**src/rtl/bcd_seq_ctrl_pkg.sv**
```systemverilog
// Shared types and constants for the BCD sequence controller and its decade cells.
package bcd_seq_ctrl_pkg;

   localparam int DIGIT_W = 4;
   localparam logic [DIGIT_W-1:0] BCD_MAX = 4'd9;

   typedef enum logic [1:0] {
      IDLE = 2'd0,
      RUN  = 2'd1,
      HOLD = 2'd2,
      DONE = 2'd3
   } state_t;

endpackage

```
**src/rtl/bcd_digit.sv**
```systemverilog
// One BCD decade: registered value with clear/load, plus a ripple carry (or borrow) to the next decade.
module bcd_digit
   import bcd_seq_ctrl_pkg::*;
(
   input  logic               clk,
   input  logic               r,
   input  logic               clr,
   input  logic               load,
   input  logic [DIGIT_W-1:0] load_val,
   input  logic               en,
   input  logic               cin,
   input  logic               dn,
   output logic [DIGIT_W-1:0] val,
   output logic [DIGIT_W-1:0] nxt,
   output logic               cout
);

   logic at_edge;

   // nxt is exposed so the parent can compare against the value the step will produce
   always_comb begin
      at_edge = dn ? (val == '0) : (val == BCD_MAX);
      cout    = cin && at_edge;
      nxt     = val;
      if (cin) begin
         if (dn) begin
            nxt = at_edge ? BCD_MAX : val - 1'b1;
         end else begin
            nxt = at_edge ? '0 : val + 1'b1;
         end
      end
   end

   always_ff @(posedge clk) begin
      if (r) begin
         val <= '0;
      end else if (clr) begin
         val <= '0;
      end else if (load) begin
         val <= load_val;
      end else if (en) begin
         val <= nxt;
      end
   end

endmodule

```
**src/rtl/bcd_seq_ctrl.sv**
```systemverilog
// Prescaled cascaded BCD counter with start/stop/clear sequencing and terminal-value detect.
// Optional down-count mode is built in when BCD_SEQ_CTRL_DOWN_EN is defined.
//
//   state | meaning
//   ------+-------------------------------------------------------------
//   IDLE  | count and prescaler zero, waiting for start
//   RUN   | prescaler advancing, count steps on each tick
//   HOLD  | paused by stop; count and prescaler frozen
//   DONE  | terminal value reached; count held until start or clear
module bcd_seq_ctrl
   import bcd_seq_ctrl_pkg::*;
#(
   parameter int NUM_DIGITS = 4,
   parameter int PRESCALE   = 10
)
(
   input  logic                          clk,
   input  logic                          r,
   input  logic                          start,
   input  logic                          stop,
   input  logic                          clear,
   input  logic [DIGIT_W*NUM_DIGITS-1:0] limit,
`ifdef BCD_SEQ_CTRL_DOWN_EN
   input  logic                          down,
`endif
   output logic [DIGIT_W*NUM_DIGITS-1:0] count,
   output logic                          busy,
   output logic                          done,
   output logic                          wrap
);

   localparam int CW    = DIGIT_W * NUM_DIGITS;
   localparam int PSC_W = 16;
   localparam logic [PSC_W-1:0] PSC_TC = PSC_W'(PRESCALE - 1);

   state_t           state;
   state_t           state_nxt;
   logic [PSC_W-1:0] psc;
   logic [CW-1:0]    lim_q;
   logic [CW-1:0]    cnt_nxt;
   logic [CW-1:0]    load_val;
   logic [CW-1:0]    target;
   logic [NUM_DIGITS:0] carry;
   logic             down_in;
   logic             down_q;
   logic             at_tc;
   logic             match;
   logic             psc_clr;
   logic             psc_inc;
   logic             cnt_clr;
   logic             cnt_load;
   logic             cnt_step;
   logic             lim_cap;
   logic             done_set;
   logic             wrap_set;

`ifdef BCD_SEQ_CTRL_DOWN_EN
   assign down_in = down;

   always_ff @(posedge clk) begin
      if (r) begin
         down_q <= 1'b0;
      end else if (lim_cap) begin
         down_q <= down;
      end
   end
`else
   assign down_in = 1'b0;
   assign down_q  = 1'b0;
`endif

   assign load_val = down_in ? limit : '0;
   assign target   = down_q ? '0 : lim_q;
   assign match    = (cnt_nxt == target);
   assign at_tc    = (psc == PSC_TC);
   assign carry[0] = 1'b1;

   for (genvar g = 0; g < NUM_DIGITS; g++) begin : g_digit
      bcd_digit u_digit (
         .clk      (clk),
         .r        (r),
         .clr      (cnt_clr),
         .load     (cnt_load),
         .load_val (load_val[g*DIGIT_W +: DIGIT_W]),
         .en       (cnt_step),
         .cin      (carry[g]),
         .dn       (down_q),
         .val      (count[g*DIGIT_W +: DIGIT_W]),
         .nxt      (cnt_nxt[g*DIGIT_W +: DIGIT_W]),
         .cout     (carry[g+1])
      );
   end

   always_ff @(posedge clk) begin
      if (r) begin
         state <= IDLE;
      end else begin
         state <= state_nxt;
      end
   end

   always_comb begin
      state_nxt = state;
      psc_clr   = 1'b0;
      psc_inc   = 1'b0;
      cnt_clr   = 1'b0;
      cnt_load  = 1'b0;
      cnt_step  = 1'b0;
      lim_cap   = 1'b0;
      done_set  = 1'b0;
      wrap_set  = 1'b0;
      if (clear) begin
         state_nxt = IDLE;
         psc_clr   = 1'b1;
         cnt_clr   = 1'b1;
      end else begin
         unique case (state)
            IDLE, DONE: begin
               if (start && !stop) begin
                  state_nxt = RUN;
                  psc_clr   = 1'b1;
                  cnt_load  = 1'b1;
                  lim_cap   = 1'b1;
                  // counting down from zero has nothing to do
                  if (down_in && (limit == '0)) begin
                     state_nxt = DONE;
                     done_set  = 1'b1;
                  end
               end
            end
            RUN: begin
               if (stop) begin
                  state_nxt = HOLD;
               end else if (at_tc) begin
                  psc_clr  = 1'b1;
                  cnt_step = 1'b1;
                  wrap_set = carry[NUM_DIGITS];
                  if (match) begin
                     state_nxt = DONE;
                     done_set  = 1'b1;
                  end
               end else begin
                  psc_inc = 1'b1;
               end
            end
            HOLD: begin
               if (start && !stop) begin
                  state_nxt = RUN;
               end
            end
            default: state_nxt = IDLE;
         endcase
      end
   end

   always_ff @(posedge clk) begin
      if (r) begin
         psc <= '0;
      end else if (psc_clr) begin
         psc <= '0;
      end else if (psc_inc) begin
         psc <= psc + 1'b1;
      end
   end

   always_ff @(posedge clk) begin
      if (r) begin
         lim_q <= '0;
      end else if (lim_cap) begin
         lim_q <= limit;
      end
   end

   always_ff @(posedge clk) begin
      if (r) begin
         done <= 1'b0;
         wrap <= 1'b0;
      end else begin
         done <= done_set;
         wrap <= wrap_set;
      end
   end

   assign busy = (state == RUN) || (state == HOLD);

endmodule

```
**config.mk**
```make
export PLATFORM = sky130hd
export DESIGN_NAME = bcd_seq_ctrl
export DESIGN_NICKNAME = d
export VERILOG_FILES = /design/src/rtl/bcd_seq_ctrl_pkg.sv /design/src/rtl/bcd_digit.sv /design/src/rtl/bcd_seq_ctrl.sv
export SDC_FILE = /design/constraint.sdc
export NUM_CORES = 1
export LEC_CHECK = 0
export CAP_MARGIN = 20
export CORE_UTILIZATION = 49
export CTS_CLUSTER_DIAMETER = 50
export DETAILED_ROUTE_END_ITERATION = 10
export PLACE_DENSITY_LB_ADDON = 0.12
export SLEW_MARGIN = 10
export SYNTH_ARGS = -nofsm -noshare
export SYNTH_HDL_FRONTEND = slang
export SYNTH_SLANG_ARGS = --single-unit
```
**constraint.sdc**
```tcl
create_clock -name clk -period 2.7 [get_ports clk]
set_input_delay 0.81 -clock clk [delete_from_list [all_inputs] [get_ports clk]]
set_output_delay 0.81 -clock clk [all_outputs]
set_load 0.03 [all_outputs]
```
==> results of run 1 <==
[how the worst max path moves through the flow]
stage | from | end | slack [ns] | depth (start not counted)
6_report | g_digit[0].u_digit.val[1] | state[1] | 0.15 | 9
5_1_grt | g_digit[2].u_digit.val[1] | state[1] | -0.02 | 10
3_3_place_gp | g_digit[2].u_digit.val[1] | state[1] | 0.1 | 10
4_1_cts | g_digit[2].u_digit.val[1] | state[1] | 0.004 | 10
3_5_place_dp | g_digit[2].u_digit.val[1] | state[1] | 0.02 | 10
2_1_floorplan | g_digit[2].u_digit.val[3] | state[1] | 0.003 | 9
[cell families (layout without fill, tap and decap cells)]
| kind of cell | count (synthesis) | in the layout | share of synthesized area [%] |
|---|---|---|---|
| simple gates | 181 | 181 | 30.4 |
| compound gates | 80 | 80 | 16.4 |
| flops | 52 | 52 | 34.7 |
| buf+inv | 33 | 89 | 4.50 |
| xor+xnor | 22 | 22 | 6.42 |
| fa+ha+maj | 11 | 11 | 4.59 |
| mux | 9 | 9 | 3.04 |
[what timing repair did]
item,in CTS,in global routing
endpoints found under the setup margin,0,2
setup buffers,0,1
gates resized for setup,0,11
[where the power goes]
group          total, mW  internal (mW)  switching, mW
Clock              0.536          0.276          0.260
Combinational      0.109         0.0545         0.0544
Sequential         0.783          0.774        0.00901
Total               1.43           1.10          0.324
[critical path, delay by kind of cell, from the launching register on]
family                 cells  cell delay [ns]
AO/OA/AOI/OAI              6             1.35
AND/OR/NAND/NOR            2             0.57
flip-flops                 1             0.35
buffers and inverters      1             0.18
[flip-flops by register name, indices dropped and copies added (netlist names)]
name	flops
g_digit.u_digit.val	16
lim_q	16
psc	16
state	2
done	1
wrap	1
[final cells by class]
cell class | instances | area share [%]
Multi-Input combinational cell | 303 | 49.8
Clock buffer | 6 | 1.91
Sequential cell | 52 | 27.6
Inverter | 17 | 1.68
Timing Repair Buffer | 64 | 15.6
Tap cell | 75 | 2.47
Clock inverter | 2 | 0.921
[through the flow]
stage                     instance area (µm²)  util (%)  cells
after floorplan                          3020         -    388
after global placement                   3630      61.3    510
after detailed placement                 3630      61.3    510
after CTS                                3740      63.1    518
after global routing                     3800      64.2    519
final                                    3800      64.2    519
[cell usage in the layout, fill, tap and decap left out, types with 3 or more instances in the layout]
cell             Yosys  routed
nand2_1             57      57
nor2_1              46      46
dfxtp_1             52      46
clkdlybuf4s50_1      0      38
a21oi_1             36      36
buf_4                2      24
inv_1               17      17
nor3_1              15      15
o21ai_0             14      14
xor2_1              14      14
nand3_1              9       9
ha_1                11       9
mux2i_1              8       8
xnor2_1              8       8
o21a_1               6       6
nand4_1              6       6
nor2b_1              5       5
nand2b_1             5       5
a211oi_1             6       5
or3_1                5       5
clkbuf_8             0       5
dfxtp_2              0       5
and4_1               4       4
and2_1               4       4
nor4_1               3       3
and3b_1              3       3
and3_1               3       3
[per-layer routing]
layer | vias up | wire, µm
met5 | - | 0
met4 | 0 | 71
met3 | 10 | 221
met2 | 57 | 3270
met1 | 1324 | 3640
li1 | 1461 | -
[synthesized netlist by cell type (2+ instances only)]
| cell | count |
|---|---|
| clkbuf_1 | 11 |
| a31oi_1 | 2 |
| o21ai_0 | 14 |
| nand2_1 | 57 |
| a221oi_1 | 2 |
| o21a_1 | 6 |
| inv_1 | 17 |
| a21oi_1 | 36 |
| nor3_2 | 2 |
| nor3_1 | 15 |
| buf_4 | 2 |
| nand4bb_1 | 2 |
| a211oi_1 | 6 |
| nor2b_1 | 5 |
| or3_1 | 5 |
| and3_1 | 3 |
| and4_1 | 4 |
| ha_1 | 11 |
| nand3b_1 | 2 |
| dfxtp_1 | 52 |
| nand4b_1 | 2 |
| nand4_1 | 6 |
| and3b_1 | 3 |
| buf_2 | 3 |
| xnor2_1 | 8 |
| nor2_1 | 46 |
| xor2_1 | 14 |
| and2_1 | 4 |
| mux2i_1 | 8 |
| nand2b_1 | 5 |
| o2bb2ai_1 | 2 |
| nor4_1 | 3 |
| nand3_1 | 9 |
| a311oi_1 | 2 |
| o22ai_1 | 2 |
==> flow_summary.toml, run 1 <==
[hold_path]
hold_class = "reg2reg"
min-delay-start = "lim_q[3]"
holdPathStages = 2
min_to = "lim_q[3]"

[cells_and_area]
drive_gt1_share_pct = 11.5
diodes = 0
fill_cells = 526
regArea_um2 = 1050
nets = 475
area_growth_pct = 26.7
multiInputGateArea_um2 = 1890

[global_route]
grt_max_degree = 19
grtUsageTotal_pct = 23.2
grt_pass1_wl_um = 11600
overflow = 0
antenna_found_initial = 0
grt_util_met2_pct = 37.8
top_usage_layer = "met2"
gr-usage-met1_pct = 31.7
gr-usage-met3_pct = 4.09
first_global_vias = 2468

[power]
power_density_nw_per_um2 = 376
p_leak_nw = 1.38
finalPower_mw = 1.43
peakVddDrop_v = 0.000221

[routing]
vias_per_cell = 5.50
remaining_drc_errors = 0
routedWlPerCell_um = 13.9
drt_iter0_markers = 137
first_pass_iters = 4
finalWirelength_um = 7210
ant_nets = 0
vias = 2852

[timing]
hold_viol_final = 0
worstMarginPinSlew_ns = 0.346
fin_tns_setup_ns = 0
fin_crit_ns = 2.55
max_freq_mhz = 392
grt_setup_unrepaired = "yes"
period_share_pct = 94.5
fin_ws_ns = 0.149
finalSetupViolations = 0
finalClockSkew_ns = 0.00972
hold_ws_ns = 0.460
max_slew_margin_pct = 76.9
drv_slew = 0

[critical_path]
crit_path_max_incr_delay_ns = 0.38
start_kind = "flip-flop"
ff2ff_setup_slack_ns = 0.15
cp-end-kind = "flip-flop"
critPathMostFrequentCell = "a21oi_1"
cp_slowest_cell = "or3b_1"
r2r_end = "state[1]"
criticalPathCategory = "reg2reg"
path_cells = "buf_4 > or3b_1 > a311oi_1 > a21oi_1 > a2111oi_4 > nand4_1 > o31ai_4 > a21oi_1 > a31o_1"
rr_startpoint = "g_digit[0].u_digit.val[1]"
critPathRequiredTime_ns = 2.90
cp_max_fo = 14
cp.arrival_ns = 2.76
r2r_cells = 9

[clock_network]
cts.sinks = 52
cts_tree = "done"
clockBufferDepth = 2
clk_latency_ns = 0.30
htree_levels = 2
postCtsHoldBufs = 0
numCtsBuffers = 5
cts.reportedPaths.clkPinSlew_ns = 0.10
root_buffer = "clkbuf_8"

[placed_design]
globalplace.congestion = 0.870
dp_slack_ns = 0.0222
numPortBuffers = 39
dp_hpwl_um = 5380

[logic_synthesis]
synth_edf_count = 0
synthArstFlopShare_pct = 0
yosys.cell_types.count = 52
synth_warnings = 0
ys_top_cells_by_area = "dfxtp_1 (35%), nand2_1 (7.1%), a21oi_1 (6.0%)"
netlist_instances = 388
syn_avg_cell_area_um2 = 7.74
ys.flop_type = "dfxtp_1"
yosysTopAreaCellShare_pct = 34.7
syn_area_um2 = 3000
synth-seq-cells = 52
yosys.area.top_type = "dfxtp_1"
yosysSeqAreaShare_pct = 34.7
synth_nets = 420

[floorplanning]
ios = 40
fp.dieH_um = 80.3
rows = 28
dieArea_um2 = 6440
fp.dieW_um = 80.3
core_area_um2 = 5920
initial_core_util_pct = 50.7

[flow_run]
cap_violations = 0

[status]
status = "complete, no violations"
No activity file was read; power rests on OpenSTA's default activity.
==> run 2, diff against run 1 <==
--- a/config.mk
+++ b/config.mk
@@ -10,7 +10,6 @@
 export CTS_CLUSTER_DIAMETER = 50
 export DETAILED_ROUTE_END_ITERATION = 10
 export PLACE_DENSITY_LB_ADDON = 0.12
-export SLEW_MARGIN = 10
 export SYNTH_ARGS = -nofsm -noshare
 export SYNTH_HDL_FRONTEND = slang
 export SYNTH_SLANG_ARGS = --single-unit
==> results of run 2 <==
Final layout, timing and power as in run 1 (identical DEF).
==> run 3, diff against run 2 <==
--- a/config.mk
+++ b/config.mk
@@ -6,6 +6,7 @@
 export NUM_CORES = 1
 export LEC_CHECK = 0
 export CAP_MARGIN = 20
+export CORE_MARGIN = 2
 export CORE_UTILIZATION = 49
 export CTS_CLUSTER_DIAMETER = 50
 export DETAILED_ROUTE_END_ITERATION = 10
==> run 3 against run 2 <==
Count of clock-buffer cells in the layout decreased by 1. Worst setup slack got worse by 0.080 ns. Non-clock buffer count unchanged. Total power decreased by 4.3%. Clock skew increased by 0.0049 ns. Sequential share of layout area increased by 0.19 points. Sequential power about the same. Global-route usage decreased by 1.0 points. Flip-flop and latch count unchanged.
==> flow_summary.toml, run 3 (synthesis results as in run 1) <==
[timing]
fin_ws_ns = 0.0692
hold_viol_final = 0
drv_slew = 0
hold_ws_ns = 0.463
grt_setup_unrepaired = "yes"
worstMarginPinSlew_ns = 0.349
max_slew_margin_pct = 76.7
fin_crit_ns = 2.63
max_freq_mhz = 380
finalClockSkew_ns = 0.0146
finalSetupViolations = 0
period_share_pct = 97.4
fin_tns_setup_ns = 0

[cells_and_area]
largestRegisters = "g_digit.u_digit.val (16), lim_q (16), psc (16)"
area_growth_pct = 25.7
layout_commonest_cell = "nand2_1"
drive_gt1_share_pct = 11.0
nets = 475
final_cell_mix = "nand2_1 (57), dfxtp_1 (47), nor2_1 (46)"
diodes = 0
design_area_um2 = 3770
final_cells = 519
final_util_pct = 63.7

[global_route]
overflow = 0
grt_max_degree = 19
first_global_vias = 2514
antenna_found_initial = 0
grtUsageTotal_pct = 22.1
grt_pass1_wl_um = 11700

[routing]
vias = 2785
first_pass_iters = 4
routedWlPerCell_um = 13.9
ant_nets = 0
remaining_drc_errors = 0
drt_iter0_markers = 126
finalWirelength_um = 7210
vias_per_cell = 5.37

[clock_network]
root_buffer = "clkbuf_8"
numCtsBuffers = 5
postCtsHoldBufs = 0
clockBufferDepth = 2
cts_tree = "done"
cts.reportedPaths.clkPinSlew_ns = 0.10
clk_latency_ns = 0.32
cts.sinks = 52
htree_levels = 2

[critical_path]
critPathRequiredTime_ns = 2.91
criticalPathCategory = "reg2reg"
start_kind = "flip-flop"
cp.buffers_inverters = 0
crit_path_max_incr_delay_ns = 0.40
cp_max_fo = 8
cp-end-kind = "flip-flop"
path_delay_family = "compound AO/OA/AOI/OAI gates"
cp.arrival_ns = 2.84
path_cells = "ha_2 > nand3b_1 > nor3_4 > mux2_1 > a2111oi_4 > nand4_1 > o31ai_4 > a21oi_1 > a31o_1"
cp_slowest_cell = "dfxtp_4"

[placed_design]
place_inst = 509
globalplace.congestion = 0.851
dp_slack_ns = -0.0276
place_area_um2 = 3620
dp_hpwl_um = 5480
numPortBuffers = 39

[floorplanning]
initial_core_util_pct = 50.7
fp.dieH_um = 82.3
dieArea_um2 = 6770
rows = 28
ios = 40
core_area_um2 = 5920
fp.dieW_um = 82.3

[hold_path]
hold_class = "reg2reg"

[power]
finalPower_mw = 1.37
peakVddDrop_v = 0.000206
p_leak_nw = 1.37
power_density_nw_per_um2 = 362

[status]
status = "complete, no violations"

[flow_run]
cap_violations = 0
run 3: worst paths after layout:
path | slack [ns] | end | start | cells after the start
setup / recovery | 0.07 | state[1] | g_digit[2].u_digit.val[0] | 9
hold / removal | 0.46 | lim_q[3] | lim_q[3] | 2
setup reg to reg | 0.07 | state[1] | g_digit[2].u_digit.val[0] | 9
hold reg to reg | 0.46 | lim_q[3] | lim_q[3] | 2
run 3: what timing repair did:
item / CTS / global route
gates resized for setup: 1 / 6
buffers inserted: 1 / 1
pin swaps: 1 / 4
endpoints found under the setup margin: 1 / 3
run 3: routing by layer:
layer	up-vias	global-route usage [%]	wire (µm)	part of all wire, %
li1	1457	-	-	-
met1	1274	30.1	3510	49
met2	46	36.0	3330	46
met3	8	3.91	257	3.6
met4	0	6.00	114	1.6
met5	-	0	0	0
run 3: final cells by class:
type	count	area, µm²
Fill cell	561	2150
Multi-Input combinational cell	303	1880
Sequential cell	52	1050
Timing Repair Buffer	64	593
Tap cell	75	93.8
Clock buffer	5	68.8
Inverter	17	63.8
Clock inverter	3	27.5
run 3: power breakdown:
group | total (mW) | switching (mW) | internal [mW]
registers | 0.783 | 0.00854 | 0.774
logic | 0.113 | 0.0556 | 0.0570
clock network | 0.472 | 0.281 | 0.191
total | 1.37 | 0.345 | 1.02
run 3: worst register-to-register path: stages (launching register included):
cell	delay, ns
dfxtp_4	0.40
ha_2	0.22
nand3b_1	0.14
nor3_4	0.23
mux2_1	0.39
a2111oi_4	0.35
nand4_1	0.19
o31ai_4	0.33
a21oi_1	0.10
a31o_1	0.18
